[src/rtl/sync_fifo.sv]
// First-word-fall-through FIFO with valid/ready on both ends and a live occupancy count.
// Optional high-water mark register enabled by defining SYNC_FIFO_PEAK_EN.
module sync_fifo #(
    parameter int WIDTH      = 8,
    parameter int DEPTH_LOG2 = 4
) (
    input  logic                  clk_in,
    input  logic                  reset_in,
    output logic [DEPTH_LOG2:0]   depth_out,
    input  logic [WIDTH-1:0]      inputData_in,
    input  logic                  inputValid_in,
    output logic                  inputReady_out,
    output logic [WIDTH-1:0]      outputData_out,
    output logic                  outputValid_out,
    input  logic                  outputReady_in
`ifdef SYNC_FIFO_PEAK_EN
    ,
    output logic [DEPTH_LOG2:0]   peak_out,
    input  logic                  peakClear_in
`endif
);
    localparam int DEPTH = 1 << DEPTH_LOG2;
    localparam logic [DEPTH_LOG2:0] FULL = (DEPTH_LOG2+1)'(DEPTH);

    logic [WIDTH-1:0]      mem [DEPTH];
    logic [DEPTH_LOG2-1:0] wp, rp;
    logic [DEPTH_LOG2:0]   count;
    logic                  push, pop;

    // Handshakes derive only from registered count, so no input-to-output path exists.
    assign inputReady_out  = (count != FULL);
    assign outputValid_out = (count != '0);
    assign outputData_out  = mem[rp];
    assign depth_out       = count;

    assign push = inputValid_in  & inputReady_out;
    assign pop  = outputValid_out & outputReady_in;

    // Storage is intentionally not reset.
    always_ff @(posedge clk_in) begin
        if (push) mem[wp] <= inputData_in;
    end

    always_ff @(posedge clk_in or negedge reset_in) begin
        if (!reset_in) begin
            wp    <= '0;
            rp    <= '0;
            count <= '0;
        end else begin
            if (push) wp <= wp + 1'b1;
            if (pop)  rp <= rp + 1'b1;
            case ({push, pop})
                2'b10:   count <= count + 1'b1;
                2'b01:   count <= count - 1'b1;
                default: count <= count;
            endcase
        end
    end

`ifdef SYNC_FIFO_PEAK_EN
    logic [DEPTH_LOG2:0] peak;

    always_ff @(posedge clk_in or negedge reset_in) begin
        if (!reset_in)          peak <= '0;
        else if (peakClear_in)  peak <= count;
        else if (count > peak)  peak <= count;
    end

    assign peak_out = peak;
`endif

endmodule
[config.mk]
export PLATFORM = sky130hd
export DESIGN_NAME = sync_fifo
export DESIGN_NICKNAME = d
export VERILOG_FILES = /design/src/rtl/sync_fifo.sv
export SDC_FILE = /design/constraint.sdc
export NUM_CORES = 1
export LEC_CHECK = 0
export BUFFER_PORTS_ARGS = -buffer_cell sky130_fd_sc_hd__buf_2
export CELL_PAD_IN_SITES_DETAIL_PLACEMENT = 0
export CELL_PAD_IN_SITES_GLOBAL_PLACEMENT = 1
export CORE_ASPECT_RATIO = 0.6
export CORE_MARGIN = 3
export CORE_UTILIZATION = 52
export DETAILED_ROUTE_END_ITERATION = 7
export PLACE_DENSITY = 0.8
export SLEW_MARGIN = 10
export SYNTH_ARGS = -nofsm -noshare
export SYNTH_HDL_FRONTEND = slang
export SYNTH_SLANG_ARGS = --single-unit
[constraint.sdc]
create_clock -name clk_in -period 3.2 [get_ports clk_in]
set_clock_uncertainty 0.1 [all_clocks]
set_input_delay 0 -clock clk_in [delete_from_list [all_inputs] [get_ports clk_in]]
set_output_delay 0 -clock clk_in [all_outputs]
set_load 0.01 [all_outputs]
==> summary.md, run 1 <==
| Metric | Value |
|---|---|
| I/O pins | `27` |
| Synth Flop Type | `edfxtp_1` |
| Area Growth Syn to Fin | `17.98%` |
| FF-to-FF path depth | `12` |
| Pre-CTS WS | `0.2890 ns` |
| Number of flops mapped to enable cells by yosys | `128` |
| Run status | `finished clean` |
| Synth Register Bits | `141` |
| Fin worst setup slack | `0.2602 ns` |
| FF+latch area | `4170 µm²` |
| Antenna Nets Post-Route | `0` |
| PD cells | `922.8 nW/µm²` |
| FP Rows | `29` |
| Post-Syn Nets | `353` |
| Clk slew on worst S/H paths | `0.06 ns` |
| DRC errors left | `0` |
| Final min period | `2.940 ns` |
| Die Ht | `87.69 µm` |
| Period utilisation layout | `91.87%` |
| Commonest non-fill, non-tap cell in the layout | `edfxtp_1` |
| CTS Sinks | `141` |
| RSZ-0062 raised after global routing | `false` |
| Placed cell count | `497` |
| Largest net degree at the start of global routing | `23` |
| Crit start category | `flop` |
| CP Max Fanout | `5` |
| R2r setup slk | `0.26 ns` |
| Slew @ Worst Pin | `0.9217 ns` |
| Cell variety after synth | `33` |
| Initial antenna violation count | `0` |
| Hold WC Path Type | `input port to flop` |
| Setup TNS | `0 ns` |
| Slew HR | `38.33%` |
| Non-filler cells, final | `541` |
| Post-Synthesis Cells | `331` |
| Utilization after layout | `63.74%` |
| Area of the core | `10,700 µm²` |
| Hold WS | `0.3772 ns` |
| Cts bufs inserted | `17` |
| Initial Utilization | `54.03%` |
| Worst-case clock buffer depth | `2` |
| Fmax | `0.3402 GHz` |
| Routability Congestion | `0.7925` |
| Final hold vios | `0` |
| Worst reg2reg endpoint | `depth_out[4]$_DFFE_PN0P_` |
| TritonRoute pass-1 iters | `4` |
| Via count | `3,073` |
| WP data arrival | `3.14 ns` |
| Final net count | `411` |
| First-pass GRT wire length | `17,610 µm` |
| # Post-CTS Setup Buffers | `0` |
| 1st-iter DRT viols | `270` |
| HPWL Detailed | `7560 µm` |
| Synth async-reset ratio | `9.220%` |
| Vias per cell | `5.680` |
| CTS tree | `built` |
| Hold Path Cell Cnt | `4` |
| Fraction of layout cells with a size suffix above 1 | `26.62%` |
| Leading cell types in the layout, fill and taps excluded | `edfxtp_1 (128), buf_2 (26), mux2i_1 (25)` |
| N_diodes | `0` |
| CP Capture Type | `flop` |
| Max-cap violations | `0` |
| Fillers | `747` |
| Clock Latency Late Sink | `0.41 ns` |
| Root buffer cell | `clkbuf_16` |
| Final Max Tran Viols | `0` |
| Die Width | `142.1 µm` |
| Max IR drop VDD | `0.0004505 V` |
| Crit path to | `depth_out[4]$_DFFE_PN0P_` |
| Max H-tree Level | `4` |
| Vias in the first global route | `3,134` |
| Crit Path Class | `flop to flop` |
| Seq/Total Area, Yosys | `72.09%` |
| R2R Path Start | `depth_out[0]$_DFFE_PN0P_` |
| Critical path required time | `3.40 ns` |
| Pleak | `2.440 nW` |
| I/O Buffers | `26` |
| Multi-input combinational cell area | `1459 µm²` |
| Syn. warnings | `0` |
| Post-Syn Area | `5783 µm²` |
| Total Routing Usage GR | `20.04%` |
| DIE AREA | `12,460 µm²` |
| GRT overflow | `0` |
| Avg Inst Size Synth | `17.47 µm²` |
| Final Setup Violations | `0` |
| Drt total wl | `11,400 µm` |
| DR WL/cell | `21.07 µm` |
| CP Launch Point | `depth_out[0]$_DFFE_PN0P_` |
## cell type report
class / instances / share of cell area (%)
well taps: 139 / 2.549
flip-flops and latches: 141 / 61.12
inverters: 7 / 0.3851
clock buffers: 17 / 6.235
repair buffers: 57 / 5.942
clock inverters: 15 / 2.384
multi-input cells: 165 / 21.38
## cells in the mapped netlist, types with 8 or more instances
library cell	n	area [µm²]
nor2_1	12	45.04
o21ai_0	20	100.1
a21oi_1	10	50.05
a22oi_1	8	60.06
mux4_2	16	360.4
mux2_2	8	90.09
mux2i_1	25	250.2
ha_1	9	112.6
a221oi_1	8	70.07
edfxtp_1	128	3844
dfrtp_1	13	325.3
nand2_1	18	67.56
## state kept, by name, indices dropped and copies added (netlist names)
| signal | count |
|---|---|
| rp | 4 |
| mem | 128 |
| depth_out | 5 |
| wp | 4 |
## worst min-delay path by stage
stage          slack, ns            from                       end
5_1_grt             0.39  outputReady_in         rp[0]$_DFFE_PN0P_
6_report            0.38  outputReady_in         rp[0]$_DFFE_PN0P_
4_1_cts             0.36  outputReady_in         rp[0]$_DFFE_PN0P_
2_1_floorplan      -0.40        reset_in  depth_out[0]$_DFFE_PN0P_
3_3_place_gp       -0.19        reset_in  depth_out[2]$_DFFE_PN0P_
3_5_place_dp       -0.19        reset_in  depth_out[0]$_DFFE_PN0P_
## power by group
part,internal [mW],leakage (nW),switching [mW]
combinational,0.841,0.857,1.03
sequential,2.26,1.31,0.237
clock,1.16,0.274,0.764
## stage by stage
| stage | power (mW) | area [µm²] |
|---|---|---|
| 2_1_floorplan | 3.824 | 5783 |
| 3_3_place_gp | 4.378 | 6115 |
| 3_5_place_dp | 4.407 | 6115 |
| 4_1_cts | 6.348 | 6823 |
| 5_1_grt | 6.626 | 6823 |
| 6_report | 6.296 | 6823 |
## worst max-delay path: stages (launching register included)
cell and delay (ns):
dfrtp_1 0.44, nor4_2 0.36, nand2_1 0.11, and2_1 0.19
inv_1 0.06, ha_1 0.24, inv_1 0.10, fa_1 0.41
nor2b_1 0.12, o21ai_0 0.10, nand3_1 0.10, or3b_1 0.36
xnor2_1 0.13
## kinds of logic after synthesis
family	share of synthesized area, %
mux	12.38
buf+inv	2.683
flops	72.09
xor+xnor	1.515
fa+ha+maj	2.293
simple gates	4.046
compound gates	4.998
## per-layer routing
metal  global-route usage (%)  vias to the layer above  share of wire (%)
li1                         -                     1408                  -
met4                    7.666                        0                1.3
met3                    6.165                       15                8.0
met1                    28.76                     1560                 46
met5                        0                        -                  0
met2                    29.23                       90                 45
## what timing repair did
action                    4_1_cts  5_1_grt
hold buffers                   12        0
hold endpoints to repair      147        0
gates resized for setup         0        0
(Power assumes the default switching activity.)
==> run 2, diff against run 1 <==
--- a/config.mk
+++ b/config.mk
@@ -13,6 +13,7 @@
 export CORE_UTILIZATION = 52
 export DETAILED_ROUTE_END_ITERATION = 7
 export PLACE_DENSITY = 0.8
+export RECOVER_POWER = 100
 export SLEW_MARGIN = 10
 export SYNTH_ARGS = -nofsm -noshare
 export SYNTH_HDL_FRONTEND = slang
==> constraint.sdc (replaced) <==
create_clock -name clk_in -period 3.2 [get_ports clk_in]
set_clock_uncertainty 0.1 [all_clocks]
set_input_delay 0.16 -clock clk_in [delete_from_list [all_inputs] [get_ports clk_in]]
set_output_delay 0.16 -clock clk_in [all_outputs]
set_load 0.01 [all_outputs]
==> run 2 against run 1 <==
Effect of this change: hold slack got worse by 0.21 ns; cell area decreased by 2.7%; maximum frequency decreased by 1.4%; wire length increased by 2.4%; flip-flop and latch count unchanged; clock power about the same; largest power group unchanged; critical path depth decreased by 6; combinational power decreased by 3%; sequential share of layout area increased by 1.7 points; final cell count decreased by 1.7%; core utilization decreased by 1.7 points.
==> summary.md, run 2 (synthesis results as in run 1) <==
| Metric | Value |
|---|---|
| Max-cap violations | `0 (unchanged)` |
| FP Rows | `29 (unchanged)` |
| Initial antenna violation count | `0 (unchanged)` |
| Fin worst setup slack | `0.2200 ns (-0.04024 ns)` |
| Slew @ Worst Pin | `0.9207 ns (-0.0009515 ns)` |
| DRC errors left | `0 (unchanged)` |
| Non-filler cells, final | `532 (-1.7%)` |
| PD cells | `945.1 nW/µm² (+2.4%)` |
| Max FFs per register | `128 (unchanged)` |
| Crit Path Class | `flop to output port` |
| Commonest non-fill, non-tap cell in the layout | `edfxtp_1` |
| Hold WC Path Type | `input port to flop` |
| DR WL/cell | `21.95 µm (+4.2%)` |
| Area of the core | `10,700 µm² (unchanged)` |
| Final net count | `402 (-2.2%)` |
| Routability Congestion | `0.8126 (+2.5%)` |
| Pre-CTS WS | `0.2702 ns (-0.01880 ns)` |
| Period utilisation layout | `93.12% (+1.3 points)` |
| Area Growth Syn to Fin | `14.76%` |
| Largest net degree at the start of global routing | `27 (+17%)` |
| Fraction of layout cells with a size suffix above 1 | `17.30% (-9.3 points)` |
| Run status | `finished clean` |
| HPWL Detailed | `7745 µm (+2.4%)` |
| Clk slew on worst S/H paths | `0.06 ns (about the same)` |
| Max H-tree Level | `4 (unchanged)` |
| Die Ht | `87.69 µm (unchanged)` |
| Critical path required time | `2.94 ns (-0.46 ns)` |
| I/O pins | `27 (unchanged)` |
| Drt total wl | `11,680 µm (+2.4%)` |
| GRT overflow | `0 (unchanged)` |
| Vias per cell | `5.771 (+1.6%)` |
| Register with the most flip-flops | `mem` |
| Root buffer cell | `clkbuf_16` |
| Final Setup Violations | `0 (unchanged)` |
| Placed cell count | `498 (+0.20%)` |
| Pleak | `2.283 nW (-6.4%)` |
| Worst-case clock buffer depth | `2 (unchanged)` |
| Final min period | `2.980 ns (+0.04024 ns)` |
| Final Max Tran Viols | `0 (unchanged)` |
| # Post-CTS Setup Buffers | `0 (unchanged)` |
| Max IR drop VDD | `0.0004945 V (+9.8%)` |
| Initial Utilization | `54.03% (unchanged)` |
| Die Width | `142.1 µm (unchanged)` |
| Overall power | `6.272 mW (-0.38%)` |
| R2r setup slk | `0.26 ns (about the same)` |
| WP data arrival | `2.72 ns (-0.42 ns)` |
| Setup TNS | `0 ns (unchanged)` |
| Crit start category | `flop` |
| First-pass GRT wire length | `17,520 µm (-0.51%)` |
| Antenna Nets Post-Route | `0 (unchanged)` |
| Fmax | `0.3356 GHz (-1.4%)` |
| 1st-iter DRT viols | `168 (-38%)` |
| Via count | `3,070 (-0.098%)` |
| TritonRoute pass-1 iters | `5 (+1)` |
| Cts bufs inserted | `17 (unchanged)` |
| Vias in the first global route | `3,106 (-0.89%)` |
| Clock Latency Late Sink | `0.41 ns (about the same)` |
| Leading cell types in the layout, fill and taps excluded | `edfxtp_1 (128), clkbuf_1 (38), mux2i_1 (25)` |
| I/O Buffers | `26 (unchanged)` |
| Total Routing Usage GR | `19.81% (-0.23 points)` |
| Final hold vios | `0 (unchanged)` |
| CTS tree | `built` |
| CTS Sinks | `141 (unchanged)` |
| RSZ-0062 raised after global routing | `false` |
| CP Max Fanout | `20 (+15)` |
| Slew HR | `38.39% (+0.064 points)` |
| N_diodes | `0 (unchanged)` |
| DIE AREA | `12,460 µm² (unchanged)` |
| CP Capture Type | `output port` |
[run 2: cell type report]
type	instances	area [µm²]
sequential	141	4170
fill	782	4068
multi-input combinational	165	1445
clock buffer	17	425.4
timing repair buffer	48	225.2
tap	139	173.9
clock inverter	15	170.2
inverter	7	26.28
[run 2: metrics by stage]
step	cell area, µm²	hold slack, ns	util [%]
2_1_floorplan	5783	-0.2356	-
3_3_place_gp	6122	-0.03820	57.19
3_5_place_dp	6122	-0.04109	57.19
4_1_cts	6738	0.01870	62.95
5_1_grt	6636	0.2098	62.00
6_report	6636	0.1700	62.00
[run 2: metal layers]
metal  track usage (%)  wire, µm
met3             5.292       552
met2             29.74      5414
met5                 0         0
met1             28.75      5601
met4             6.359       109
[run 2: timing repair]
| item | in CTS | in global routing |
|---|---|---|
| hold buffers | 2 | 0 |
| resized for setup | 0 | 0 |
| endpoints found under the hold margin | 14 | 0 |
[run 2: critical path: stages (launching register included)]
cell	delay, ns
dfrtp_1	0.37
clkbuf_2	0.38
and2_0	0.52
a221oi_1	0.52
o21ai_0	0.16
nand2_1	0.18
clkbuf_1	0.17
[run 2: where the power goes]
part	internal (mW)	total, mW	switching [mW]	leakage (nW)
registers	2.27	2.50	0.234	1.31
clock network	1.22	1.95	0.731	0.293
logic	0.768	1.82	1.05	0.681
[run 2: final timing paths]
check,from,end,depth (start not counted)
min in group asynchronous,reset_in,depth_out[0]$_DFFE_PN0P_,2
hold reg to reg,depth_out[4]$_DFFE_PN0P_,depth_out[4]$_DFFE_PN0P_,1
hold / removal,inputData_in[1],mem[11][1]$_DFFE_PP_,1
setup reg to reg,depth_out[1]$_DFFE_PN0P_,depth_out[4]$_DFFE_PN0P_,10
max in group asynchronous,reset_in,rp[0]$_DFFE_PN0P_,2
setup / recovery,rp[1]$_DFFE_PN0P_,outputData_out[4],6
==> run 3, diff against run 2 <==
==> constraint.sdc (replaced) <==
create_clock -name clk_in -period 3.1 [get_ports clk_in]
set_clock_uncertainty 0.1 [all_clocks]
set_input_delay 0.155 -clock clk_in [delete_from_list [all_inputs] [get_ports clk_in]]
set_output_delay 0.155 -clock clk_in [all_outputs]
set_load 0.01 [all_outputs]
==> run 3 against run 2 <==
Effect of this change: first-iteration DRC count rose by 79%; sequential power rose by 5%; cell area rose by 1.1%; core utilization rose by 0.68 points; clock-buffer cell count rose by 1; total power rose by 4.2%; worst setup slack improved by 0.012 ns; critical path depth rose by 6; largest power group unchanged.
==> summary.md, run 3 (synthesis results as in run 1) <==
| Metric | Value |
|---|---|
| Run status | `finished clean` |
| Die Width | `142.1 µm (unchanged)` |
| Hold WC Path Type | `input port to flop` |
| I/O pins | `27 (unchanged)` |
| Routability Congestion | `0.8401 (+3.4%)` |
| Critical path required time | `3.30 ns (+0.36 ns)` |
| Hold Path Cell Cnt | `4 (+3)` |
| Worst reg2reg endpoint | `depth_out[4]$_DFFE_PN0P_` |
| CP Max Fanout | `4 (-80%)` |
| Total Routing Usage GR | `20.48% (+0.67 points)` |
| Max FFs per register | `128 (unchanged)` |
| CP Capture Type | `flop` |
| Final net count | `401 (-0.25%)` |
| GRT overflow | `0 (unchanged)` |
| Area Growth Syn to Fin | `16.01%` |
| TritonRoute pass-1 iters | `5 (unchanged)` |
| Vias in the first global route | `2,983 (-4.0%)` |
| Final Setup Violations | `0 (unchanged)` |
| Leading cell types in the layout, fill and taps excluded | `edfxtp_1 (128), mux2i_1 (25), o21ai_0 (20)` |
| R2r setup slk | `0.23 ns (-0.03 ns)` |
| CTS tree | `built` |
| Vias per cell | `5.762 (-0.15%)` |
| 1st-iter DRT viols | `301 (+79%)` |
| Die Ht | `87.69 µm (unchanged)` |
| Final Max Tran Viols | `0 (unchanged)` |
| Root buffer cell | `clkbuf_16` |
| Initial antenna violation count | `0 (unchanged)` |
| FF-to-FF path depth | `12 (+2)` |
| N_diodes | `0 (unchanged)` |
| FF+latch area | `4172 µm² (about the same)` |
| Clock Latency Late Sink | `0.41 ns (about the same)` |
| CTS Sinks | `141 (unchanged)` |
| FP Rows | `29 (unchanged)` |
| Cts bufs inserted | `17 (unchanged)` |
| Initial Utilization | `54.03% (unchanged)` |
| Fillers | `770 (-1.5%)` |
| Max-cap violations | `0 (unchanged)` |
| Via count | `3,054 (-0.52%)` |
| WP data arrival | `3.06 ns (+0.34 ns)` |
| Area of the core | `10,700 µm² (unchanged)` |
| HPWL Detailed | `8028 µm (+3.7%)` |
| DR WL/cell | `22.43 µm (+2.2%)` |
| I/O Buffers | `26 (unchanged)` |
| Setup TNS | `0 ns (unchanged)` |
| Worst-case clock buffer depth | `2 (unchanged)` |
| R2R Path Start | `depth_out[1]$_DFFE_PN0P_` |
| RSZ-0062 raised after global routing | `false` |
| Multi-input combinational cell area | `1470 µm² (+1.7%)` |
| DIE AREA | `12,460 µm² (unchanged)` |
| Period utilisation layout | `92.52%` |
| Worst Hold Path EP | `wp[0]$_DFFE_PN0P_` |
| Largest net degree at the start of global routing | `29 (+7.4%)` |
| Hold Startpoint | `inputValid_in` |
| Final min period | `2.868 ns` |
| Final hold vios | `0 (unchanged)` |
| CP Launch Point | `depth_out[1]$_DFFE_PN0P_` |
| Crit start category | `flop` |
| First-pass GRT wire length | `18,070 µm (+3.2%)` |
| Antenna Nets Post-Route | `0 (unchanged)` |
| Max IR drop VDD | `0.0004711 V (-4.7%)` |
| Hold WS | `0.1492 ns (-0.02080 ns)` |
| Pleak | `2.363 nW (+3.5%)` |
| # Post-CTS Setup Buffers | `0 (unchanged)` |
| PD cells | `974.5 nW/µm² (+3.1%)` |
| Slew HR | `39.75% (+1.4 points)` |
| Register with the most flip-flops | `mem` |
| Commonest non-fill, non-tap cell in the layout | `edfxtp_1` |
| Max H-tree Level | `4 (unchanged)` |
| Crit Path Class | `flop to flop` |
| Fraction of layout cells with a size suffix above 1 | `23.53% (+6.2 points)` |
| Drt total wl | `11,890 µm (+1.8%)` |
| Fmax | `0.3487 GHz` |
| Slew @ Worst Pin | `0.9004 ns (-0.02032 ns)` |
| Clk slew on worst S/H paths | `0.06 ns (about the same)` |
| DRC errors left | `0 (unchanged)` |
-- run 3: area by class of cell --
cell class / count / area share, %
Clock buffer: 18 / 6.397
Clock inverter: 13 / 2.219
Inverter: 7 / 0.3916
Multi-Input combinational cell: 165 / 21.91
Sequential cell: 141 / 62.18
Tap cell: 139 / 2.592
Timing Repair Buffer: 47 / 4.308
-- run 3: per-stage QoR --
| step | setup WS, ns | power (mW) | utilization [%] | instance area (µm²) | cells |
|---|---|---|---|---|---|
| after floorplan | 0.2053 | 3.947 | - | 5783 | 331 |
| after global placement | 0.2721 | 4.552 | 57.12 | 6115 | 497 |
| after detailed placement | 0.2245 | 4.592 | 57.12 | 6115 | 497 |
| after CTS | 0.1756 | 6.582 | 62.71 | 6713 | 530 |
| after global routing | 0.01013 | 6.878 | 62.68 | 6709 | 530 |
| final | 0.2319 | 6.538 | 62.68 | 6709 | 530 |
-- run 3: worst max path at each step --
stage                                           to  slack, ns  cells after the start
after floorplan           depth_out[4]$_DFFE_PN0P_       0.21                     13
after global placement    depth_out[4]$_DFFE_PN0P_       0.27                     12
after detailed placement  depth_out[4]$_DFFE_PN0P_       0.22                     12
after CTS                 depth_out[4]$_DFFE_PN0P_       0.18                     12
after global routing      depth_out[4]$_DFFE_PN0P_       0.01                     12
final                     depth_out[4]$_DFFE_PN0P_       0.23                     12
-- run 3: repair_timing --
| action | 4_1_cts | 5_1_grt |
|---|---|---|
| endpoints found under the setup margin | 0 | 1 |
| endpoints found under the hold margin | 14 | 0 |
| resized for setup | 0 | 3 |
| hold buffers | 2 | 0 |
-- run 3: worst max-delay path: stages (launching register included) --
cell and delay (ns):
dfrtp_1 0.44, nor4_4 0.34, nand2_1 0.11, and2_1 0.18
inv_1 0.06, ha_2 0.21, inv_1 0.08, fa_1 0.41
nor2b_1 0.12, o21ai_0 0.10, nand3_1 0.10, or3b_1 0.37
xnor2_1 0.13
-- run 3: metal layers --
| layer | up-vias | share of wire (%) | wire length [µm] | track usage, % |
|---|---|---|---|---|
| met3 | 12 | 7.7 | 913 | 5.619 |
| met1 | 1559 | 45 | 5324 | 29.73 |
| li1 | 1388 | - | - | - |
| met4 | 0 | 0.76 | 90 | 7.753 |
| met5 | - | 0 | 0 | 0 |
| met2 | 95 | 47 | 5558 | 30.04 |
-- run 3: report_power, final --
group          switching [mW]  leakage [nW]  total (mW)  internal (mW)
Sequential              0.281          1.31        2.62           2.34
Combinational            1.07         0.778        1.93          0.860
Clock                   0.735         0.277        1.98           1.25
